[src/rtl/i2c_codec_pkg.sv]
`default_nettype none
// ============================================================================
// Module      : i2c_codec_pkg
// Description : Shared constants, FSM state encoding and shadow defaults for
//               the I2C codec register slave.
// Revision    : 1.0 - initial release
// ============================================================================
package i2c_codec_pkg;

    localparam logic [6:0] DEV_ADDR_DEFAULT = 7'b0011010;
    localparam logic [6:0] RESET_REG        = 7'h0F;

    localparam logic [2:0] c_ST_IDLE      = 3'd0;
    localparam logic [2:0] c_ST_ADDR      = 3'd1;
    localparam logic [2:0] c_ST_ACK0      = 3'd2;
    localparam logic [2:0] c_ST_BYTE1     = 3'd3;
    localparam logic [2:0] c_ST_ACK1      = 3'd4;
    localparam logic [2:0] c_ST_BYTE2     = 3'd5;
    localparam logic [2:0] c_ST_ACK2      = 3'd6;
    localparam logic [2:0] c_ST_WAIT_STOP = 3'd7;

    function automatic logic [8:0] shadow_default(input int idx);
        logic [8:0] v;
        case (idx)
            0, 1:    v = 9'h097;
            2, 3:    v = 9'h079;
            4:       v = 9'h00A;
            5:       v = 9'h008;
            6:       v = 9'h09F;
            7:       v = 9'h00A;
            default: v = 9'h000;
        endcase
        return v;
    endfunction

endpackage
`default_nettype wire

[src/rtl/i2c_line_sync.sv]
`default_nettype none
// ============================================================================
// Module      : i2c_line_sync
// Description : SCL/SDA synchronizers plus registered SCL edge and
//               START/STOP condition strobes.
// Revision    : 1.0 - initial release
// ============================================================================
module i2c_line_sync (
    input  logic clk,
    input  logic reset,
    input  logic scl,
    input  logic sda_in,
    output logic scl_rise,
    output logic scl_fall,
    output logic start_det,
    output logic stop_det,
    output logic sda_bit
);

    logic r_scl_s1, r_scl_s2, r_scl_d;
    logic r_sda_s1, r_sda_s2, r_sda_d;
    logic r_scl_rise, r_scl_fall, r_start, r_stop;

    // Strobes are registered so r_sda_d lines up with the data bit they qualify.
    always_ff @(posedge clk) begin
        if (!reset) begin
            r_scl_s1   <= 1'b1;
            r_scl_s2   <= 1'b1;
            r_scl_d    <= 1'b1;
            r_sda_s1   <= 1'b1;
            r_sda_s2   <= 1'b1;
            r_sda_d    <= 1'b1;
            r_scl_rise <= 1'b0;
            r_scl_fall <= 1'b0;
            r_start    <= 1'b0;
            r_stop     <= 1'b0;
        end else begin
            r_scl_s1   <= scl;
            r_scl_s2   <= r_scl_s1;
            r_scl_d    <= r_scl_s2;
            r_sda_s1   <= sda_in;
            r_sda_s2   <= r_sda_s1;
            r_sda_d    <= r_sda_s2;
            r_scl_rise <= r_scl_s2 & ~r_scl_d;
            r_scl_fall <= ~r_scl_s2 & r_scl_d;
            r_start    <= r_scl_s2 & r_scl_d & r_sda_d & ~r_sda_s2;
            r_stop     <= r_scl_s2 & r_scl_d & ~r_sda_d & r_sda_s2;
        end
    end

    assign scl_rise  = r_scl_rise;
    assign scl_fall  = r_scl_fall;
    assign start_det = r_start;
    assign stop_det  = r_stop;
    assign sda_bit   = r_sda_d;

endmodule
`default_nettype wire

[src/rtl/i2c_codec_slave.sv]
`default_nettype none
// ============================================================================
// Module      : i2c_codec_slave
// Description : Write-only I2C slave for a codec: 7-bit register address plus
//               9-bit data per frame, mirrored into a shadow register bank.
// Revision    : 1.0 - initial release
// ============================================================================
module i2c_codec_slave
    import i2c_codec_pkg::*;
#(
    parameter logic [6:0] DEV_ADDR = DEV_ADDR_DEFAULT,
    parameter int         NREG     = 10
) (
    input  logic       clk,
    input  logic       reset,
    input  logic       scl,
    input  logic       sda_in,
    output logic       sda_oe,
    output logic       wr_valid,
    output logic [6:0] wr_reg,
    output logic [8:0] wr_data,
    output logic       busy,
    input  logic [3:0] rd_addr,
    output logic [8:0] rd_data
);

    logic       w_scl_rise, w_scl_fall, w_start, w_stop, w_sda_bit, w_shifting;
    logic [2:0] r_state;
    logic [7:0] r_shift;
    logic [2:0] r_bitcnt;
    logic       r_byte_done;
    logic       r_sda_oe, r_wr_valid, r_busy, r_d8;
    logic [6:0] r_reg, r_wr_reg;
    logic [8:0] r_wr_data;
    logic [8:0] r_bank [0:NREG-1];

    i2c_line_sync u_sync (
        .clk       (clk),
        .reset     (reset),
        .scl       (scl),
        .sda_in    (sda_in),
        .scl_rise  (w_scl_rise),
        .scl_fall  (w_scl_fall),
        .start_det (w_start),
        .stop_det  (w_stop),
        .sda_bit   (w_sda_bit)
    );

    assign w_shifting = (r_state == c_ST_ADDR)  || (r_state == c_ST_BYTE1) ||
                        (r_state == c_ST_BYTE2) || (r_state == c_ST_WAIT_STOP);

    always_ff @(posedge clk) begin
        if (!reset) begin
            r_state     <= c_ST_IDLE;
            r_shift     <= '0;
            r_bitcnt    <= '0;
            r_byte_done <= 1'b0;
            r_sda_oe    <= 1'b0;
            r_wr_valid  <= 1'b0;
            r_busy      <= 1'b0;
            r_d8        <= 1'b0;
            r_reg       <= '0;
            r_wr_reg    <= '0;
            r_wr_data   <= '0;
        end else begin
            r_wr_valid <= 1'b0;
            // Bus conditions override any SCL edge seen in the same clk.
            if (w_start || w_stop) begin
                r_state     <= w_start ? c_ST_ADDR : c_ST_IDLE;
                r_busy      <= w_start;
                r_bitcnt    <= '0;
                r_byte_done <= 1'b0;
                r_sda_oe    <= 1'b0;
            end else if (w_scl_rise && w_shifting) begin
                r_shift  <= {r_shift[6:0], w_sda_bit};
                r_bitcnt <= r_bitcnt + 3'd1;
                if (r_bitcnt == 3'd7)
                    r_byte_done <= 1'b1;
            end else if (w_scl_fall && r_byte_done) begin
                r_byte_done <= 1'b0;
                case (r_state)
                    c_ST_ADDR: begin
                        if (r_shift[7:1] == DEV_ADDR && !r_shift[0]) begin
                            r_state  <= c_ST_ACK0;
                            r_sda_oe <= 1'b1;
                        end else begin
                            r_state  <= c_ST_WAIT_STOP;
                        end
                    end
                    c_ST_BYTE1: begin
                        r_reg    <= r_shift[7:1];
                        r_d8     <= r_shift[0];
                        r_state  <= c_ST_ACK1;
                        r_sda_oe <= 1'b1;
                    end
                    c_ST_BYTE2: begin
                        r_state    <= c_ST_ACK2;
                        r_sda_oe   <= 1'b1;
                        r_wr_valid <= 1'b1;
                        r_wr_reg   <= r_reg;
                        r_wr_data  <= {r_d8, r_shift};
                    end
                    default: ;
                endcase
            end else if (w_scl_fall) begin
                case (r_state)
                    c_ST_ACK0: begin r_state <= c_ST_BYTE1;     r_sda_oe <= 1'b0; end
                    c_ST_ACK1: begin r_state <= c_ST_BYTE2;     r_sda_oe <= 1'b0; end
                    c_ST_ACK2: begin r_state <= c_ST_WAIT_STOP; r_sda_oe <= 1'b0; end
                    default: ;
                endcase
            end
        end
    end

    // Bank follows the commit strobe by one clk.
    generate
        for (genvar i = 0; i < NREG; i++) begin : g_bank
            always_ff @(posedge clk) begin
                if (!reset)
                    r_bank[i] <= shadow_default(i);
                else if (r_wr_valid && r_wr_reg == RESET_REG)
                    r_bank[i] <= shadow_default(i);
                else if (r_wr_valid && r_wr_reg == 7'(i))
                    r_bank[i] <= r_wr_data;
            end
        end
    endgenerate

    always_comb begin
        rd_data = '0;
        if (int'(rd_addr) < NREG)
            rd_data = r_bank[rd_addr];
    end

    assign sda_oe   = r_sda_oe;
    assign wr_valid = r_wr_valid;
    assign wr_reg   = r_wr_reg;
    assign wr_data  = r_wr_data;
    assign busy     = r_busy;

endmodule
`default_nettype wire

[config.mk]
export PLATFORM = sky130hd
export DESIGN_NAME = i2c_codec_slave
export DESIGN_NICKNAME = d
export VERILOG_FILES = /design/src/rtl/i2c_codec_pkg.sv /design/src/rtl/i2c_line_sync.sv /design/src/rtl/i2c_codec_slave.sv
export SDC_FILE = /design/constraint.sdc
export NUM_CORES = 1
export LEC_CHECK = 0
export BUFFER_PORTS_ARGS = -buffer_cell sky130_fd_sc_hd__clkbuf_2
export CORE_UTILIZATION = 60
export CTS_CLUSTER_DIAMETER = 200
export DETAILED_ROUTE_END_ITERATION = 7
export PLACE_DENSITY = 0.76
export SYNTH_ARGS = -nofsm -noshare
export SYNTH_HDL_FRONTEND = slang
export SYNTH_HIERARCHICAL = 1
export SYNTH_SLANG_ARGS = --single-unit
[constraint.sdc]
create_clock -name clk -period 4.1 [get_ports clk]
set_clock_uncertainty 0.15 [all_clocks]
set_input_delay 0.82 -clock clk [delete_from_list [all_inputs] [get_ports clk]]
set_output_delay 0.82 -clock clk [all_outputs]
set_load 0.05 [all_outputs]
* Yosys cells after proc, flatten, opt, wreduce, memory -nomap -nowiden
Memory sizes are Yosys's and may differ from the RTL's. Cells that the tools add are included.
Storage, ports and cells: word-level logic and storage cells 200, register bits 52, memories kept 1, memory bits (writable) 90, output and inout port bits 28
Memories:
- r_bank | words 10, width 9, rd ports 1, clocked after Yosys merged registers in 0, wr ports 10, RTL line i2c_codec_slave.sv:35 | logic [8:0] r_bank [0:NREG-1];
Cells by class: order comparisons 1, equal/unequal tests 24, add/sub/neg operators 1, mux-type cells 82, reduce and logical (&&, ||, !) cells 35, bitwise gates (word level) 35
Operators by type and width (count):
- 9-bit 2-to-1 mux | 21
- 1-bit 2-to-1 mux | 53
- 7-bit by 3-bit equality test with 1-bit output (second input constant) | 4
- 7-bit by 4-bit equality test with 1-bit output (second input constant) | 3
- 1-bit bitwise OR | 20
- 3-bit case mux with 3 select lines | 2
- 3-bit equality test (second input constant) | 5
- 3-bit 2-to-1 mux | 5
- 7-bit by 2-bit equality test with 1-bit output (second input constant) | 2
- 1-bit logical AND | 14
- 4-bit AND reduction | 3
- 1-bit NOT | 8
- 1-bit AND | 7
- 7-bit by 1-bit equality test with 1-bit output (second input constant) | 1
- 7-bit by 5-bit equality test with 1-bit output (second input constant) | 1
- 7-bit logical NOT | 1
- 3-bit by 2-bit equality test with 1-bit output (second input constant) | 2
- 2-bit nonzero test | 3
- 5-bit inequality test (second input constant) | 1
- 5-bit AND reduction | 1
- 5-bit nonzero test | 1
- 1-bit logical OR | 4
- 4-bit < comparator (second input constant) | 1
- 2-bit AND reduction | 2
- other kinds (12) | 13

* Depth between registers and ports, before layout
Gate-level depths: netlist (run 1).
depth in word-level cells 7, depth in mapped cells 6

* Cells and area by module
Netlist (run 1), hierarchy kept.
Modules (own cells, without submodules):
- i2c_codec_slave | times used 1, sequential area each 3543.4 um2, cells each 492, area each 6017.0 um2
- i2c_line_sync | times used 1, sequential area each 200.2 um2, cells each 22, area each 291.5 um2

* Worst setup path before layout (run 1)
Ideal clock, no wire load.
path type input port to output port, start input port rd_addr[0], end output port rd_data[5], arrival time 2.616 ns, slack 0.514 ns, data required time 3.130 ns, stages on the path 5, cell sequence buf_6 -> buf_4 -> mux4_2 -> a21oi_1 -> o21ai_0
Between the ends: longest elaborated chain between the ends 2, elaborated cells on any way between the ends 3, those cells by class 1 x order compare; 1 x mux; 1 x memory
RTL lines:
- from (decl) | RTL line i2c_codec_slave.sv:23 | input logic [3:0] rd_addr,
- memory 10 x 9 bit / 4-bit < comparator (equally long branches)
- 9-bit 2-to-1 mux * | RTL line i2c_codec_slave.sv:132 | if (int'(rd_addr) < NREG)
- to (decl) | RTL line i2c_codec_slave.sv:24 | output logic [8:0] rd_data
Every way passes the cells marked *; elsewhere a longest branch is shown, timed or not.

* Final worst setup path (run 1)
start input port rd_addr[0], end output port rd_data[7]
Same word-level chain as after synthesis.

==> results of run 1 <==
synthesized netlist by cell type, types with 8 or more instances:
cell | count | area, um^2
or3_1 | 31 | 194
nand2_1 | 38 | 143
mux4_2 | 18 | 405
edfxtp_1 | 90 | 2700
o21ai_0 | 21 | 105
nor2_1 | 28 | 105
dfxtp_1 | 52 | 1040
and2_1 | 62 | 388
mux2i_1 | 34 | 340
nand3_1 | 13 | 65.1
nor2b_1 | 29 | 181
a21oi_1 | 14 | 70.1
clkbuf_1 | 22 | 82.6
a21boi_0 | 8 | 60.1
kinds of logic after synthesis:
family,Yosys count,share of synthesized area
fa+ha+maj,2,0.00397
xor+xnor,2,0.00278
buf+inv,38,0.0290
compound gates,52,0.0490
flops,142,0.593
mux,52,0.118
simple gates,226,0.204
layer usage:
layer / global-route usage / up-vias / wire length (um)
li1: - / 1906 / -
met1: 0.402 / 2036 / 6160
met2: 0.422 / 194 / 6650
met3: 0.0817 / 19 / 1340
met4: 0.0857 / 0 / 227
met5: 0 / - / 0
final cells by class:
class	instances	area (um^2)
sequential	142	3740
inverter	5	18.8
multi-input combinational	334	2380
clock inverter	10	83.8
clock buffer	22	474
tap	136	170
timing repair buffer	49	293
fill	758	3110
path summary, 6_finish.rpt:
kind	startpoint	endpoint	slack, ns	depth (start not counted)
setup / recovery	rd_addr[0]	rd_data[7]	0.73	7
hold / removal	u_sync/r_scl_s1	u_sync/r_scl_s2	0.25	1
setup reg to reg	wr_reg[6]	r_bank[2][5]	1.72	4
hold reg to reg	u_sync/r_scl_s1	u_sync/r_scl_s2	0.25	1
power by group:
| group | total (mW) | switching [mW] | internal [mW] |
|---|---|---|---|
| combinational | 0.154 | 0.0980 | 0.0561 |
| clock | 1.43 | 0.564 | 0.870 |
| sequential | 1.55 | 0.0154 | 1.54 |
stage by stage:
stage	hold WS, ns	cell area, um^2	power (mW)	util
2_1_floorplan	0.235	6310	1.69	-
3_5_place_dp	0.245	6610	1.74	0.643
4_1_cts	0.259	7170	3.15	0.697
6_report	0.255	7170	3.14	0.697
5_1_grt	0.295	7170	3.23	0.697
3_3_place_gp	0.237	6610	1.73	0.643
==> flow_summary_export.csv, run 1 <==
group,metric,value,unit
yosys,ys.warnings.count,6,
critical_path,crit_path_category,"input pin to primary output",
drt,post-route-drc-count,0,
clocking,clk-insertion-delay-late,0.52,ns
run,timing.max_cap.violations,0,
clocking,clock_sinks,142,
global_routing,grt_pass1_vias,3951,
die,placementRows,37,
yosys,seq_area_frac_synth,0.593,
placed_design,io_buffers,35,
finish,largest_reg_flops,90,
critical_path,critical_path.cell_chain,"clkbuf_2 > buf_4 > mux2i_1 > nor2_1 > a21oi_1 > o21ai_0 > clkbuf_2",
global_routing,largest_net_degree_at_the_start_of_global_routing,50,
placed_design,dp_hpwl,9700,um
clocking,ctsHoldBuffers,0,
drt,routed-via-count,4155,
yosys,netlist_area,6310,um^2
clocking,cts-root-buf,"clkbuf_8",
clocking,clk_path_buf_depth,2,
sta,setup_total_negative_slack,0,ns
finish,antenna-diode-count,0,
finish,layout_common_cells,"edfxtp_1 (90), and2_1 (62), dfxtp_1 (52)",
global_routing,overall_routing_resource_usage,0.283,
clocking,cts_setup_buffers,0,
clocking,worst_setup_hold_path_clk_slew,0.06,ns
die,horizontal_die_dimension,105,um
critical_path,required,3.13,ns
global_routing,residual_overflow_from_global_routing,0,
min_path,min_path_type,"flop to flop",
sta,slew_violations,0,
drt,drt_first_pass_iters,7,
sta,grt_setup_unrepaired,"no",
placed_design,dpl_ws,0.684,ns
sta,max_clock_freq,296,MHz
placed_design,place_congestion,0.946,
die,floorplan.initialDensity,0.614,
die,fp.coreArea,10300,um^2
critical_path,crit_buf_inv,3,
status,result_of_the_run,"finished, final reports clean",
sta,period_minus_slack,3.37,ns
pwr,power.density,439,nW/um^2
finish,stdcell_count,698,
critical_path,crit_path_top_delay_cell,"clkbuf_2",
sta,max-slew-margin-rel,0.313,
die,chipHeight,105,um
sta,final.period_utilization,0.823,
drt,drt-total-wl,14400,um
sta,count_of_final_setup_violators,0,
clocking,cts_resized,0,
yosys,syn-instance-count,514,
placed_design,numPlacedInstances,666,
critical_path,crit_arrival,2.40,ns
critical_path,timing.critical_path.mode_cell,"clkbuf_2",
clocking,tritoncts,"yes",
yosys,synthesis.nets,524,
die,io_pins,36,
yosys,synth-main-ff-cell,"edfxtp_1",
yosys,edff_count_synth,90,
yosys,async_reset_ff_frac,0,
yosys,post_synth_cell_types,46,
drt,detailedRoute.firstIterationViolations,448,
yosys,syn_area_per_cell,12.3,um^2
drt,detail_route.vias_per_cell,5.95,
critical_path,critical_path.startpoint_type,"input pin",
finish,area_growth_syn_to_layout,13.6,%
finish,nets,559,
global_routing,initial_antenna_violation_count,0,
sta,max_slew.worst_pin.slew,1.03,ns
die,die-area,10900,um^2
yosys,synth_seq_cells,142,
drt,drt-wirelength-per-cell,20.6,um
clocking,cts_htree_levels,4,
finish,layout.cells.most_common,"edfxtp_1",
pwr,vdd.ir_drop.worst,0.263,mV
global_routing,grt_first_pass_wirelength,22500,um
sta,hold_viol_final,0,
finish,post_route_cells_drive_above_1_share,0.189,
finish,max_flop_register,"r_bank",
critical_path,critical-path-top-delay-family,"buffers and inverters",
critical_path,timing.critical_path.fanout_max,11,
sta,timing.final.ws_setup,0.726,ns
critical_path,cp_slowest_stage_delay,0.36,ns
drt,ant_nets,0,
critical_path,endpoint_kind,"primary output",
pwr,leakage_power_total,2.55,nW
clocking,numCtsBuffers,17,
Note: power is estimated with default switching activity, not from simulation.
==> inputs of run 2 (changes only) <==
--- a/config.mk
+++ b/config.mk
@@ -5,11 +5,12 @@
 export SDC_FILE = /design/constraint.sdc
 export NUM_CORES = 1
 export LEC_CHECK = 0
+export ABC_AREA = 1
 export BUFFER_PORTS_ARGS = -buffer_cell sky130_fd_sc_hd__clkbuf_2
-export CORE_UTILIZATION = 60
+export CORE_UTILIZATION = 55
 export CTS_CLUSTER_DIAMETER = 200
 export DETAILED_ROUTE_END_ITERATION = 7
-export PLACE_DENSITY = 0.76
+export PLACE_DENSITY = 0.73
 export SYNTH_ARGS = -nofsm -noshare
 export SYNTH_HDL_FRONTEND = slang
 export SYNTH_HIERARCHICAL = 1
==> constraint.sdc (replaced) <==
create_clock -name clk -period 3.07 [get_ports clk]
set_clock_uncertainty 0.15 [all_clocks]
set_input_delay 0.614 -clock clk [delete_from_list [all_inputs] [get_ports clk]]
set_output_delay 0.614 -clock clk [all_outputs]
set_load 0.05 [all_outputs]
==> flow_summary_export.csv, run 2 <==
group,metric,value,unit
critical_path,endpoint_kind,"primary output",
sta,hold_viol_final,0,
die,die-area,11900,um^2
yosys,synthesis.nets,756,
critical_path,reg2reg_depth,5,
global_routing,residual_overflow_from_global_routing,0,
sta,count_of_final_setup_violators,0,
critical_path,startpoint,"rd_addr[1]",
clocking,cts_resized,0,
clocking,tritoncts,"yes",
critical_path,crit_arrival,2.08,ns
pwr,totalPowerFinal,4.30,mW
finish,max_flop_register,"r_bank",
min_path,hold_wc_startpoint,"scl",
clocking,cts-root-buf,"clkbuf_16",
yosys,seq_area_frac_synth,0.592,
critical_path,crit_path_top_delay_cell,"nor2_2",
critical_path,logic_depth_of_the_worst_setup_path_including_buffers,9,
finish,layout_common_cells,"nand2_1 (190), nor2_1 (170), edfxtp_1 (90)",
clocking,cts_htree_levels,4,
die,io_pins,36,
yosys,synth_top_area_share,0.428,
global_routing,largest_net_degree_at_the_start_of_global_routing,48,
yosys,most_area_hungry_cell_type_in_the_yosys_netlist,"edfxtp_1",
clocking,clock_sinks,142,
sta,setup_total_negative_slack,0,ns
yosys,async_reset_ff_frac,0,
clocking,worst_setup_hold_path_clk_slew,0.06,ns
global_routing,gr-usage-met2,0.455,
status,result_of_the_run,"finished, final reports clean",
finish,num-fill-cells,890,
min_path,min_path_type,"input pin to flop",
placed_design,dpl_ws,0.296,ns
yosys,synth_seq_cells,142,
global_routing,grt_pass1_vias,4669,
critical_path,r2r-start,"wr_reg[6]",
clocking,numCtsBuffers,17,
yosys,edff_count_synth,90,
yosys,synth-main-ff-cell,"edfxtp_1",
finish,post_route_cells_drive_above_1_share,0.112,
critical_path,cp_slowest_stage_delay,0.34,ns
sta,max-slew-margin-rel,0.396,
sta,period_minus_slack,2.85,ns
yosys,post-synth-top-count-cell,"nand2_1",
sta,whs,0.222,ns
global_routing,initial_antenna_violation_count,0,
yosys,syn-instance-count,746,
global_routing,busiest_layer,"met2",
sta,max_clock_freq,351,MHz
sta,max_slew.worst_pin.slew,0.904,ns
die,horizontal_die_dimension,109,um
clocking,cts_setup_buffers,0,
die,chipHeight,109,um
global_routing,overall_routing_resource_usage,0.269,
die,floorplan.initialDensity,0.573,
drt,drt-wirelength-per-cell,16.2,um
clocking,clk_path_buf_depth,2,
critical_path,critical_path.cell_chain,"clkbuf_2 > inv_2 > nor2_2 > nand2_1 > nor2_1 > nor2_1 > nand2_1 > a21oi_1 > clkbuf_2",
placed_design,dp_hpwl,10200,um
sta,timing.final.ws_setup,0.222,ns
finish,nets,782,
critical_path,crit_path_category,"input pin to primary output",
placed_design,io_buffers,35,
finish,layout.cells.most_common,"nand2_1",
yosys,netlist_area,6320,um^2
yosys,ys_top_cells_by_area,"edfxtp_1 (43%), dfxtp_1 (16%), nand2_1 (11%)",
drt,detailedRoute.firstIterationViolations,476,
drt,ant_nets,0,
finish,area_growth_syn_to_layout,14.1,%
critical_path,end_of_the_worst_register_to_register_path,"r_bank[8][0]",
finish,antenna-diode-count,0,
run,timing.max_cap.violations,0,
placed_design,place_congestion,0.941,
critical_path,critical_path.startpoint_type,"input pin",
clocking,ctsHoldBuffers,0,
sta,slew_violations,0,
sta,grt_setup_unrepaired,"no",
critical_path,critical-path-top-delay-family,"simple AND/OR/NAND/NOR gates",
yosys,syn_area_per_cell,8.47,um^2
drt,drt-total-wl,15000,um
yosys,commonest_cells_post_synth,"nand2_1 (190), nor2_1 (170), edfxtp_1 (90), inv_1 (59)",
critical_path,crit_buf_inv,3,
pwr,power.density,596,nW/um^2
drt,post-route-drc-count,0,
clocking,clk-insertion-delay-late,0.41,ns
finish,largest_reg_flops,90,
critical_path,flop2flop_setup_slack,0.86,ns
global_routing,use_met3,0.0616,
die,fp.coreArea,11000,um^2
die,placementRows,38,
pwr,leakage_power_total,2.88,nW
critical_path,timing.critical_path.fanout_max,17,
drt,detail_route.vias_per_cell,5.44,
global_routing,gr-usage-met1,0.337,
sta,final.period_utilization,0.928,
critical_path,required,2.31,ns
yosys,ys.warnings.count,6,
critical_path,setup.worst_path.end,"rd_data[3]",
global_routing,grt_first_pass_wirelength,23500,um
pwr,vdd.ir_drop.worst,0.324,mV
yosys,post_synth_cell_types,27,
drt,drt_first_pass_iters,5,
drt,routed-via-count,5033,
[run 2: logic make-up (layout without fill, tap and decap cells)]
group                      after synthesis  in the layout  share of synthesized area
DFF                                    142            142                      0.592
xor gates and xnor gates                 1              1                    0.00139
AOI/OAI and AO/OA                       90             90                     0.0719
adders and majority gates                2              2                    0.00396
buffers and inverters                   98            137                     0.0641
and+or+nand+nor                        413            413                      0.266
[run 2: per-stage QoR]
| stage | area [um^2] | utilization | cells |
|---|---|---|---|
| after floorplan | 6320 | - | 746 |
| after CTS | 7210 | 0.654 | 925 |
| after detailed placement | 6650 | 0.603 | 893 |
| after global routing | 7210 | 0.654 | 925 |
| final | 7210 | 0.654 | 925 |
| after global placement | 6650 | 0.603 | 893 |
[run 2: metal layers]
layer | up-vias | wire, um
met2 | 162 | 7430
li1 | 2451 | -
met5 | - | 0
met4 | 0 | 359
met1 | 2394 | 6190
met3 | 26 | 1030
[run 2: worst min-delay path by stage]
stage                      end  cells after the start
5_1_grt        u_sync/r_scl_s1                      3
2_1_floorplan  u_sync/r_scl_s2                      2
6_report       u_sync/r_scl_s1                      3
3_3_place_gp   u_sync/r_scl_s2                      2
4_1_cts        u_sync/r_scl_s1                      3
3_5_place_dp   u_sync/r_sda_s2                      2
[run 2: layout make-up]
class	instances	area, um^2	area share
inverter	65	244	0.0338
multi-input combinational	506	2170	0.301
clock inverter	9	57.6	0.00798
clock buffer	23	500	0.0694
sequential	142	3740	0.519
tap	140	175	0.0243
timing repair buffer	40	318	0.0441
[run 2: worst register-to-register path: cells and delay by family, from the launching register on]
kind / cells / cell delay, ns
buf+inv: 1 / 0.14
flops: 1 / 0.33
simple gates: 4 / 1.22
[run 2: power breakdown]
part / total, mW / switching (mW) / internal, mW
clock network: 1.91 / 0.766 / 1.15
registers: 2.09 / 0.0217 / 2.07
logic: 0.293 / 0.201 / 0.0917
